[config.mk]
export PLATFORM = sky130hd
export DESIGN_NAME = alu_minmax_scanner
export DESIGN_NICKNAME = d
export VERILOG_FILES = /design/src/rtl/alu_minmax_scanner.sv
export SDC_FILE = /design/constraint.sdc
export NUM_CORES = 1
export LEC_CHECK = 0
export CAP_MARGIN = 15
export CORE_ASPECT_RATIO = 1.2
export CORE_MARGIN = 2
export CORE_UTILIZATION = 48
export DETAILED_ROUTE_END_ITERATION = 8
export PLACE_DENSITY = 0.84
export SYNTH_ARGS = -nofsm -noshare
export SYNTH_HDL_FRONTEND = slang
export SYNTH_SLANG_ARGS = --single-unit
export TNS_END_PERCENT = 10
[constraint.sdc]
create_clock -name clk -period 3.77 [get_ports clk]
set_input_delay 0.754 -clock clk [delete_from_list [all_inputs] [get_ports clk]]
set_output_delay 0.754 -clock clk [all_outputs]
set_load 0.01 [all_outputs]
[src/rtl/alu_minmax_scanner.sv]
// rtl/alu_minmax_scanner.sv - streaming signed min/max scanner built around one shared SGT comparator
module alu_minmax_scanner #(
    parameter int N     = 32,
    parameter int CNT_W = 16
) (
    input  logic             clk,
    input  logic             rst_n,
    input  logic             in_valid,
    output logic             in_ready,
    input  logic [N-1:0]     in_data,
    input  logic             in_last,
    output logic             out_valid,
    input  logic             out_ready,
    output logic [N-1:0]     out_max,
    output logic [N-1:0]     out_min,
    output logic [CNT_W-1:0] out_max_idx,
    output logic [CNT_W-1:0] out_min_idx,
    output logic [CNT_W-1:0] out_count,
    output logic             busy
);

    typedef enum logic [2:0] {
        S_IDLE,
        S_ACCEPT,
        S_CMP_MAX,
        S_CMP_MIN,
        S_DONE
    } state_t;

    localparam logic [CNT_W-1:0] CNT_ONE = 1;

    state_t            r_state;
    state_t            w_next;
    logic [N-1:0]      r_max;
    logic [N-1:0]      r_min;
    logic [N-1:0]      r_hold;
    logic              r_hold_last;
    logic [CNT_W-1:0]  r_max_idx;
    logic [CNT_W-1:0]  r_min_idx;
    logic [CNT_W-1:0]  r_hold_idx;
    logic [CNT_W-1:0]  r_count;
    logic [CNT_W-1:0]  w_count_inc;

    logic [N-1:0]      w_cmp_a;
    logic [N-1:0]      w_cmp_b;
    logic [N-1:0]      w_diff;
    logic              w_gt;
    logic              w_in_xfer;
    logic              w_out_xfer;

    // Shared comparator: CMP_MAX asks gt(hold, max), CMP_MIN asks gt(min, hold).
    // B-A is trusted only when signs agree; otherwise the non-negative operand wins.
    assign w_cmp_a = (r_state == S_CMP_MAX) ? r_hold : r_min;
    assign w_cmp_b = (r_state == S_CMP_MAX) ? r_max  : r_hold;
    assign w_diff  = w_cmp_b - w_cmp_a;
    assign w_gt    = (w_cmp_a[N-1] == w_cmp_b[N-1]) ? w_diff[N-1] : ~w_cmp_a[N-1];

    assign w_count_inc = (&r_count) ? r_count : r_count + CNT_ONE;

    assign in_ready   = rst_n && ((r_state == S_IDLE) || (r_state == S_ACCEPT));
    assign out_valid  = (r_state == S_DONE);
    assign busy       = (r_state != S_IDLE);
    assign w_in_xfer  = in_valid && in_ready;
    assign w_out_xfer = out_valid && out_ready;

    assign out_max     = r_max;
    assign out_min     = r_min;
    assign out_max_idx = r_max_idx;
    assign out_min_idx = r_min_idx;
    assign out_count   = r_count;

    always_comb begin
        w_next = r_state;
        case (r_state)
            S_IDLE:    if (w_in_xfer) w_next = in_last ? S_DONE : S_ACCEPT;
            S_ACCEPT:  if (w_in_xfer) w_next = S_CMP_MAX;
            S_CMP_MAX: w_next = S_CMP_MIN;
            S_CMP_MIN: w_next = r_hold_last ? S_DONE : S_ACCEPT;
            S_DONE:    if (w_out_xfer) w_next = S_IDLE;
            default:   w_next = S_IDLE;
        endcase
    end

    always_ff @(posedge clk or negedge rst_n) begin
        if (!rst_n) begin
            r_state     <= S_IDLE;
            r_max       <= '0;
            r_min       <= '0;
            r_hold      <= '0;
            r_hold_last <= 1'b0;
            r_max_idx   <= '0;
            r_min_idx   <= '0;
            r_hold_idx  <= '0;
            r_count     <= '0;
        end else begin
            r_state <= w_next;
            case (r_state)
                S_IDLE: begin
                    if (w_in_xfer) begin
                        r_max     <= in_data;
                        r_min     <= in_data;
                        r_max_idx <= '0;
                        r_min_idx <= '0;
                        r_count   <= CNT_ONE;
                    end
                end
                S_ACCEPT: begin
                    if (w_in_xfer) begin
                        r_hold      <= in_data;
                        r_hold_last <= in_last;
                        r_hold_idx  <= r_count;
                        r_count     <= w_count_inc;
                    end
                end
                S_CMP_MAX: begin
                    if (w_gt) begin
                        r_max     <= r_hold;
                        r_max_idx <= r_hold_idx;
                    end
                end
                S_CMP_MIN: begin
                    if (w_gt) begin
                        r_min     <= r_hold;
                        r_min_idx <= r_hold_idx;
                    end
                end
                default: ;
            endcase
        end
    end

endmodule

Word level (Yosys, flattened, before mapping)

Cells that the tools add are included.

Flip-flop bits (word level): 164
Bits in latches: 0
Memory bits (writable): 0
Memory bits (read-only): 0
Input bits: 37
Output and inout port bits: 115
Word-level logic and storage cells: 59
Memories: 0

$add $sub $neg: 2
Multipliers: 0
Divide/modulo/power cells: 0
Order comparisons: 0
Equality and inequality tests: 11
Shift operators: 0
Muxes and demuxes: 21
Bitwise logic cells: 1
Reductions and logical operators: 15

Operators with widths:

| cell                                                                     | number |
|---|---|
| 32-bit 2-to-1 mux                                                        | 4 |
| 32-bit case mux with 2 select lines                                      | 2 |
| 16-bit case mux with 2 select lines                                      | 3 |
| 16-bit 2-to-1 mux                                                        | 5 |
| 32-bit subtractor                                                        | 1 |
| 16-bit by 1-bit adder with 16-bit output (second input constant)         | 1 |
| 16-bit AND reduction                                                     | 1 |
| 3-bit 2-to-1 mux                                                         | 5 |
| 3-bit case mux with 5 select lines                                       | 1 |
| 2-bit inequality test (second input constant)                            | 5 |
| 3-bit AND reduction                                                      | 3 |
| 3-bit by 2-bit == test with 1-bit output (second input constant)         | 2 |
| 2-bit nonzero test                                                       | 3 |
| 4-bit AND reduction                                                      | 1 |
| 3-bit by 1-bit == test with 1-bit output (second input constant)         | 1 |
| 3-bit == test (second input constant)                                    | 1 |
| 1-bit logical AND                                                        | 3 |
| 3-bit logical NOT                                                        | 1 |
| 3-bit nonzero test                                                       | 1 |
| 2-bit by 1-bit inequality test with 1-bit output (second input constant) | 1 |
| 2-bit AND reduction                                                      | 1 |
| 1-bit == test                                                            | 1 |
| 1-bit logical OR                                                         | 1 |
| 1-bit 2-to-1 mux                                                         | 1 |
| 1-bit inverter                                                           | 1 |

Depth between registers and ports, before layout

Word-level depth: 6
Mapped depth: 21
Gate-level depth less buffers: 16

Worst setup path after synthesis

OpenSTA, ideal clock, no wires.

Kind: register to register
Start point: reg r_state[2]
End point: reg r_max_idx[10] (netlist: out_max_idx[10])
Setup time: 66 ps
Data arrival time: 3,856 ps
Required time: 3,704 ps
Slack: -152 ps
Cell stages (with the launch flop): 22
Path buffers: 6
Period minus slack after synthesis: 3,922 ps
Path through: dfrtp_1 -> buf_2 -> or3b_1 -> clkbuf_1 -> buf_2 -> clkbuf_1 -> nand2_1 -> nand2_1 -> ha_1 -> a21o_1 -> a221o_1 -> a221oi_1 -> o21ai_0 -> a21oi_1 -> fa_1 -> nand2_1 -> o21ai_0 -> and2_1 -> clkbuf_1 -> buf_2 -> nand3_1 -> nand2_1

Longest elaborated chain between the ends: 6
Elaborated cells between the ends (all ways): 17
Those cells by class: 1 x add/sub; 5 x eq/ne; 4 x mux; 1 x bitwise; 6 x reduce/logical

Ends and longest elaborated chain:

| what                                                                   | line       | RTL |
|---|---|---|
| start: declaration                                                     | 32         | `state_t r_state;` |
| start signal: assignment                                               | 96         | `r_state <= w_next;` |
| 3-bit by 2-bit == test with 1-bit output, or another cell as far along | 53, 54, 97 |  |
| 32-bit 2-to-1 mux, or another cell as far along                        | 54         | `assign w_cmp_b = (r_state == S_CMP_MAX) ? r_max : r_hold;` |
| 32-bit subtractor, or another cell as far along                        | 55         | `assign w_diff = w_cmp_b - w_cmp_a;` |
| 1-bit 2-to-1 mux / 1-bit logical AND (equally long branches)           | 56, 63     |  |
| 2-bit inequality test (no source line)                                 | n/a        |  |
| 3-bit AND reduction (no source line)                                   | n/a        |  |
| end signal: assignment                                                 | 118        | `r_max_idx <= r_hold_idx;` |
| end: declaration                                                       | 38         | `logic [CNT_W-1:0] r_max_idx;` |

Several ways; a longest one is shown, not always the timed one.
A chain may end at the register's enable or synchronous reset.

Final worst setup path

Start point: reg r_state[0]
End point: reg r_min_idx[8] (netlist: out_min_idx[8])

Longest elaborated chain between the ends: 6
Elaborated cells between the ends (all ways): 18
Those cells by class: 1 x add/sub; 6 x eq/ne; 4 x mux; 1 x bitwise; 6 x reduce/logical

Ends and longest elaborated chain:

| what                                                                   | line   | RTL |
|---|---|---|
| 3-bit by 2-bit == test with 1-bit output, or another cell as far along | 53, 54 |  |
| 32-bit 2-to-1 mux, or another cell as far along                        | 54     |  |
| 32-bit subtractor, or another cell as far along                        | 55     |  |
| 1-bit 2-to-1 mux / 1-bit logical AND (equally long branches)           | 56, 63 |  |
| 2-bit inequality test (no source line)                                 | n/a    |  |
| 3-bit AND reduction (no source line)                                   | n/a    |  |
| end signal: assignment                                                 | 124    | `r_min_idx <= r_hold_idx;` |
| end: declaration                                                       | 39     | `logic [CNT_W-1:0] r_min_idx;` |

Several ways; a longest one is shown, not always the timed one.

==> reports/results.tsv <==
metric	value	unit
path_buf_inv	2	
gp_congestion	0.854	
dp_cells	1303	
vias_per_cell	5.81	
seq_area_frac_synth	49.3	%
synthesis.nets	1044	
port_buffers	151	
fillers	1326	
grt_pass1_vias	7588	
fin_crit	3.64	ns
critPathArrivalTime	3.96	ns
drt_wl_total	24.0	mm
drive_above_1_share	8.31	%
finalMaxSlewViolations	0	
final.setup.worst_slack	0.133	ns
powerDensity	848	nW/µm²
cp_slowest_cell	dfrtp_2	
die_area	18400	µm²
dp_hpwl	15.4	mm
crit_fanout	28	
cts_root_buf	clkbuf_16	
synth-seq-cells	164	
maxSlewHeadroom	39.9	%
grt_pass1_wl	37.9	mm
clkSinkCount	164	
cts_buffers	17	
fp.dieW	124	µm
cap_viol_max_count	0	
final_cell_mix	350 x nand2_1, 161 x dfrtp_1, 150 x clkdlybuf4s50_1	
initial_core_util	49.2	%
cp-end-kind	register	
antenna_found_initial	0	
areaGrowthSynthToFinish	32.7	%
clk_pin_slew_worst_paths	0.07	ns
async_flop_share	100	%
p_comb_share	48.9	%
cts_max_level	4	
netlist_area	8320	µm²
power_leakage	5.55	nW
synth-main-ff-cell	dfrtp_1	
hold_path.class	input port to async pin	
overflow	0	
worstMarginPinSlew	0.895	ns
avgSynthCellArea	8.54	µm²
ys_warn_count	0	
firstDrtPassIters	5	
num_vias	7824	
period_share	96.5	%
intPower	5.62	mW
tritoncts	done	
synthCells	975	
critPathKind	register to register	
rows	52	
num_antenna_cells	0	
ir_drop	0.415	mV
setup_viol	0	
r2r_cells	15	
crit_chain	or3b_4, buf_12, nand2_1, nand2_1, ha_1, and2_0, a221o_1, a221oi_2, o21ai_1, a21oi_2, fa_2, nand3_1, a21o_4, buf_12, a22o_1	
place_ws	-0.0721	ns
grt_usage	25.4	%
die_h	148	µm
insertion_delay	0.43	ns
layout_commonest_cell	nand2_1	
core_area	16900	µm²
power	9.36	mW
clock_skew	0.00901	ns
drt_iter0_drc	697	
critPathTopFamily	compound AO/OA/AOI/OAI gates	
worstSetupPathDepth	15	
cts_buffer_depth	2	
wl_per_cell	17.8	µm
final_util	65.3	%
fin_cells	1347	
max_clock_freq	275	MHz
run_status	finished, final reports clean	
drtAntennaViolNets	0	
hold_viol	0	
clockPowerShare	20.0	%
cp-start-kind	register	
post-route-drc-count	0	
seqPwrFrac	31.1	%
synth.distinct_cells	45	
max_stage_delay	0.46	ns
switching_share	39.9	%
io_pins	152	
p_switching	3.74	mW
grt_max_degree	63	
synth_edf_count	0	
holdWs	0.255	ns
fin_nets	1187	
worstPathRequired	4.09	ns
## cells by family after synthesis
family                     Yosys count  share of synthesized area (%)
and+or+nand+nor                    460                           23.6
buffers and inverters               72                           3.46
muxes                               33                           3.97
DFF                                164                           49.3
AOI/OAI and AO/OA                  214                           14.8
adders and majority gates           32                           4.90
## state kept, by name, indices dropped and copies added, names as in the netlist, 3 cells and up
| register | flops |
|---|---|
| out_min_idx | 16 |
| out_max_idx | 16 |
| out_min | 32 |
| r_hold | 32 |
| r_hold_idx | 16 |
| r_state | 3 |
| out_count | 16 |
| out_max | 32 |
## synthesized netlist by cell type (all sizes together) (4+ instances only)
master,n,area (µm²)
and4,7,61.3
a221oi,4,35.0
ha,31,388
dfrtp,164,4100
buf,21,96.4
mux2i,33,330
o21ai,88,440
a31oi,9,56.3
clkbuf,47,176
and2,6,37.5
a21o,4,30.0
a22o,16,140
nand3,24,120
inv,4,15.0
a21oi,76,380
nor2,17,63.8
nand2,351,1320
and3,35,219
nand4,8,50.1
## power by group through the flow
stage / clock network, mW / registers (mW) / logic, mW
global placement: 0 / 2.88 / 4.04
global route: 1.97 / 2.97 / 5.04
detailed placement: 0 / 2.90 / 4.19
CTS: 1.89 / 2.89 / 4.31
finish: 1.87 / 2.91 / 4.58
floorplan: 0 / 2.89 / 2.39
## path summary, 6_finish.rpt
path / start / end / slack, ns
max in group asynchronous: rst_n / r_state[2] / 2.30
max reg2reg: r_state[0] / out_min_idx[8] / 0.13
max: r_state[0] / out_min_idx[8] / 0.13
min: rst_n / out_min[28] / 0.26
min in group clk: out_max_idx[6] / out_max_idx[6] / 0.46
min reg2reg: out_max_idx[6] / out_max_idx[6] / 0.46
## layout make-up
cell class	instances	area, µm²	area share [%]
Sequential cell	164	4110	37.2
Multi-Input combinational cell	740	4000	36.2
Timing Repair Buffer	191	2010	18.2
Clock buffer	20	467	4.23
Tap cell	216	270	2.45
Clock inverter	12	176	1.60
Inverter	4	15.0	0.136
## metrics by stage
stage | setup TNS (ns) | area (µm²)
6_report | 0 | 11000
5_1_grt | -0.000936 | 11000
4_1_cts | 0 | 10900
3_5_place_dp | -0.824 | 10200
3_3_place_gp | -0.198 | 10200
2_1_floorplan | -0.173 | 8350
## routing by layer
metal  wire, µm  GRT usage, %
met2      12100          43.4
met4        706          11.0
met1       9670          31.8
met5          0             0
met3       1530          4.71
## what timing repair did
action | 4_1_cts | 5_1_grt
resized for setup | 6 | 18
setup endpoints to repair | 42 | 96
hold buffers | 0 | 0
gates cloned | 1 | 4
buffers inserted | 4 | 3
pin swaps | 1 | 8
(Power assumes the default switching activity.)
==> RTL edit 1: new RTL, config.mk and constraints unchanged <==
Set the parameter `N` to 64 (it was 32).
--- a/src/rtl/alu_minmax_scanner.sv
+++ b/src/rtl/alu_minmax_scanner.sv
@@ -1,5 +1,5 @@
 // rtl/alu_minmax_scanner.sv - streaming signed min/max scanner built around one shared SGT comparator
 module alu_minmax_scanner #(
-    parameter int N     = 32,
+    parameter int N     = 64,
     parameter int CNT_W = 16
 ) (
Interface: changed (resized in_data, out_max and out_min); port bits go from 152 to 248. The function was not compared with the original's and may differ.
==> RTL edit 1 against the original RTL <==
- the run now ends with negative setup slack left
- total power rose by 78%
- non-clock buffer count up 195
- largest power group unchanged
- setup slack worse by 0.67 ns
- area after synthesis rose by 65%
- global-route usage is 3.3 points higher
- wire length up 93%
- critical path depth rose by 4
- worst hold slack lost 0.16 ns
- cell area increased by 75%
- sequential cell count is 96 higher
- synthesized cell count is 60% higher
- critical endpoint is now out_max[30]$_DFFE_PN0P_
- critical path type unchanged
==> RTL edit 1: results <==
{
  "outcome": "finished, violations left",
  "violations": "negative setup slack",
  "fin_ws_ns": -0.5349,
  "grt.total_usage": 0.2869,
  "synth.top_cells.by_count": "470 x nand2_1, 260 x dfrtp_1, 152 x a21oi_1, 88 x nor2_1, 80 x mux2_2",
  "yosys.area_share.adder": 0.05901,
  "grt_max_degree": 79,
  "final_nets": 2009,
  "dp_hpwl_um": 26920,
  "dpl-instance-area_um2": 17090,
  "via_per_inst": 5.881,
  "gp_congestion": 0.8806,
  "antenna_found_initial": 4,
  "port_buffers": 247,
  "synth-xor-area-share": 0.006394,
  "grt_pass1_vias": 13280,
  "layout-drive-gt1-share": 0.1983,
  "synth_area_leaders": "dfrtp_1 47%, nand2_1 13%, mux2_2 6.6%",
  "synthMuxAreaShare": 0.06759,
  "drtIter0Drc": 1302,
  "synthFlopType": "dfrtp_1",
  "synth_cell_types": 56,
  "cpMaxStageDelayCell": "or3b_4",
  "wl_per_cell_um": 20.32,
  "slowest_delay_ns": 0.42,
  "finClkSkew_ns": 0.02912,
  "worstMarginPinSlew_ns": 1.015,
  "reg2reg_depth": 19,
  "drt-pass1-iter-count": 9,
  "arrival_ns": 4.71,
  "crit-reg2reg-launch": "r_state[2]$_DFFE_PN0P_",
  "setup_viol": 160,
  "cellLeakagePower_nw": 8.934,
  "h-tree-depth": 1,
  "grt_pass1_wl_um": 68490,
  "crit_fanout": 18,
  "ir_drop_mv": 0.4307,
  "cts_buffers": 27,
  "synth_nets": 1692,
  "synth_seq_area_share": 0.4750,
  "clk_path_buf_depth": 3,
  "dpl_worst_slack_ns": -0.4725
}
-- RTL edit 1: cell types whose count changed after synthesis, sizes merged, moves of 32 or more --
cell / before / now
mux2i: 33 / 1
nor2: 17 / 89
a21oi: 76 / 152
a31oi: 9 / 66
and2: 6 / 64
ha: 31 / 63
dfrtp: 164 / 260
and3: 35 / 2
mux2: 0 / 81
nand2: 351 / 470
-- RTL edit 1: final cells by class --
type / count / area (um2)
diodes: 2 / 5.005
clock inverters: 18 / 209.0
repair buffers: 386 / 4260
fillers: 2017 / 8657
clock buffers: 31 / 720.7
well taps: 379 / 474.2
flip-flops and latches: 260 / 6506
inverters: 4 / 15.01
multi-input cells: 1197 / 7152
-- RTL edit 1: what timing repair did --
item,in CTS,in global routing
buffers inserted,22,10
hold buffers,0,0
pin swaps,13,31
endpoints found under the hold margin,0,0
endpoints found under the setup margin,160,160
gates resized for setup,63,103
cloned,13,9
-- RTL edit 1: metrics by stage --
stage                       util  instances  setup TNS, ns
final                     0.6908       2277         -69.43
after global routing      0.6906       2275         -89.85
after floorplan                -       1559         -10.26
after CTS                 0.6704       2258         -44.57
after global placement    0.6102       2174         -45.15
after detailed placement  0.6102       2174         -56.51
-- RTL edit 1: routing by layer --
layer | track usage | part of all wire | wire (um)
met2 | 0.4818 | 0.48 | 22340
met4 | 0.1140 | 0.042 | 1966
met5 | 0 | 0 | 0
met3 | 0.06455 | 0.10 | 4760
met1 | 0.3582 | 0.37 | 17210
-- RTL edit 1: worst max path at each step --
stage / from / end / slack (ns) / cells past startpoint
2_1_floorplan: r_state[0]$_DFFE_PN0P_ / out_max[3]$_DFFE_PN0P_ / -0.08 / 19
3_3_place_gp: r_state[0]$_DFFE_PN0P_ / out_max[36]$_DFFE_PN0P_ / -0.35 / 17
3_5_place_dp: r_state[0]$_DFFE_PN0P_ / out_max[34]$_DFFE_PN0P_ / -0.47 / 16
4_1_cts: r_state[0]$_DFFE_PN0P_ / out_max[35]$_DFFE_PN0P_ / -0.37 / 21
5_1_grt: r_state[2]$_DFFE_PN0P_ / out_max[33]$_DFFE_PN0P_ / -0.64 / 22
6_report: r_state[2]$_DFFE_PN0P_ / out_max[30]$_DFFE_PN0P_ / -0.53 / 19
-- RTL edit 1: logic make-up (layout without fill, tap and decap cells) --
group,Yosys count,after routing
other,0,2
adders and majority gates,64,64
and+or+nand+nor,713,713
muxes,82,82
buffers and inverters,103,439
xor gates and xnor gates,10,10
AOI/OAI and AO/OA,327,328
DFF,260,260
-- RTL edit 1: power groups by stage --
stage	clock network, mW	logic [mW]	registers [mW]
4_1_cts	2.85	8.01	4.95
3_5_place_dp	0	7.20	4.97
5_1_grt	2.97	9.60	5.16
2_1_floorplan	0	3.96	4.98
3_3_place_gp	0	6.97	4.90
6_report	2.82	8.84	5.06
==> RTL edit 2: new RTL, config.mk and constraints unchanged <==
Made on the original files. Encoding of `state_t`: now Gray code (3 bits for 5 states).
--- a/src/rtl/alu_minmax_scanner.sv
+++ b/src/rtl/alu_minmax_scanner.sv
@@ -21,9 +21,9 @@
 
     typedef enum logic [2:0] {
-        S_IDLE,
-        S_ACCEPT,
-        S_CMP_MAX,
-        S_CMP_MIN,
-        S_DONE
+        S_IDLE    = 3'b000,
+        S_ACCEPT  = 3'b001,
+        S_CMP_MAX = 3'b011,
+        S_CMP_MIN = 3'b010,
+        S_DONE    = 3'b110
     } state_t;
 
Check against the original RTL: same outputs for any inputs over 4 cycles, from zero or initial values and one cycle with rst_n low; so few cycles prove little.
==> RTL edit 2 against the original RTL <==
- wire length is 4.9% lower
- area after synthesis grew 1.2%
- die area up 1.2%
- setup slack got worse by 0.077 ns
- combinational power is 3% higher
- clock skew is 0.0021 ns higher
- total power shrank 0.61%
- sequential cell count unchanged
- clock power down 10%
- via count fell by 7.0%
- cell area up 0.35%
- critical endpoint is now out_max[22]$_DFFE_PN0P_
- largest cell class unchanged
==> RTL edit 2: results <==
{
  "finClkSkew_ns": 0.01113,
  "final_nets": 1109,
  "grt_max_degree": 129,
  "synth.top_cells.by_count": "239 x nand2_1, 164 x dfrtp_1, 67 x o21ai_0, 57 x nor2_1, 46 x mux2_2",
  "h-tree-depth": 4,
  "layout-drive-gt1-share": 0.1301,
  "synth_area_per_cell_um2": 9.466,
  "reg2reg_to": "out_max[22]$_DFFE_PN0P_",
  "clock_latency_ns": 0.44,
  "n_antenna_cell": 0,
  "dr_wl_met3_um": 1512,
  "routed-wl-met2_um": 11800,
  "outcome": "complete, no violations",
  "routed_wirelength_um": 22810,
  "crit_path_start": "r_state[2]$_DFFE_PN0P_",
  "cellLeakagePower_nw": 4.829,
  "drt-pass1-iter-count": 7,
  "drtIter0Drc": 532,
  "dp_hpwl_um": 14620,
  "r2r_slack_ns": 0.06,
  "wl_per_cell_um": 17.92,
  "grt_pass1_wl_um": 36050,
  "antenna_found_initial": 1,
  "dr.max_layer_used": "met5",
  "arrival_ns": 4.02,
  "dpl_worst_slack_ns": -0.06325,
  "grt_pass1_vias": 7152,
  "crit_fanout": 28,
  "synthFlopType": "dfrtp_1",
  "ir_drop_mv": 0.4406,
  "dpl-instance-area_um2": 10250,
  "clk_path_buf_depth": 2,
  "dp.cells": 1228,
  "met1Wirelength_um": 9163,
  "synth_area_leaders": "dfrtp_1 49%, nand2_1 11%, mux2_2 6.1%",
  "finalCriticalPeriod_ns": 3.714,
  "grt.total_usage": 0.2420,
  "slew_headroom": 0.3590,
  "synth_nets": 959,
  "gp_congestion": 0.8752,
  "clkTransAtPathRegs_ns": 0.07,
  "synthArstFlopShare": 1.000,
  "synth_cell_types": 51,
  "vias": 7278,
  "reg2reg_depth": 19,
  "synth_seq_area_share": 0.4872
}
-- RTL edit 2: cells by family after synthesis --
group | count (synthesis) | synth area share
simple gates | 357 | 0.1883
compound gates | 172 | 0.1233
flops | 164 | 0.4872
mux | 79 | 0.1007
buf+inv | 76 | 0.04174
fa+ha+maj | 32 | 0.04842
xor+xnor | 10 | 0.01040
-- RTL edit 2: how the worst min path moves through the flow --
stage                                            end  cells after the start  slack, ns
after detailed placement  out_min_idx[7]$_DFFE_PN0P_                      2       0.47
after global routing        out_count[4]$_DFFE_PN0P_                      1       0.25
after floorplan             out_count[0]$_DFFE_PN0P_                      0       0.46
final                       out_count[4]$_DFFE_PN0P_                      1       0.23
after CTS                   out_count[2]$_DFFE_PN0P_                      1       0.23
after global placement    out_min_idx[1]$_DFFE_PN0P_                      2       0.47
-- RTL edit 2: final cells by class --
class / count / area (um2)
Clock buffer: 19 / 442.9
Multi-Input combinational cell: 650 / 4036
Clock inverter: 13 / 126.4
Sequential cell: 164 / 4104
Inverter: 20 / 75.07
Fill cell: 1410 / 6290
Timing Repair Buffer: 187 / 2024
Tap cell: 220 / 275.3
-- RTL edit 2: worst max-delay path: stages (launching register included) --
cell	delay, ns
dfrtp_1	0.40
nand3b_1	0.25
buf_12	0.20
buf_12	0.15
nand2_1	0.08
nand2_1	0.08
ha_1	0.31
a21oi_1	0.15
o21ai_0	0.15
a221oi_2	0.39
o32ai_2	0.13
a21oi_2	0.14
fa_1	0.19
and2_4	0.16
nand2_1	0.09
a21oi_4	0.15
buf_4	0.16
buf_12	0.10
buf_16	0.18
a31oi_1	0.11
-- RTL edit 2: where the power goes --
part           leakage [nW]  total (mW)  switching (mW)  internal, mW
sequential             2.06        2.92           0.571          2.35
combinational          2.49        4.70            2.44          2.27
clock                 0.279        1.68           0.747         0.937
-- RTL edit 2: per-layer routing --
metal	up-vias	track usage
met5	-	0
met4	2	0.08500
met3	36	0.05165
met2	272	0.4216
met1	3596	0.3002
li1	3372	-
-- RTL edit 2: timing repair --
item | in CTS | in global routing
setup buffers | 5 | 4
gates resized for setup | 4 | 21
pin swaps | 2 | 5
endpoints found under the setup margin | 41 | 55
hold endpoints to repair | 0 | 0
gates cloned | 2 | 2
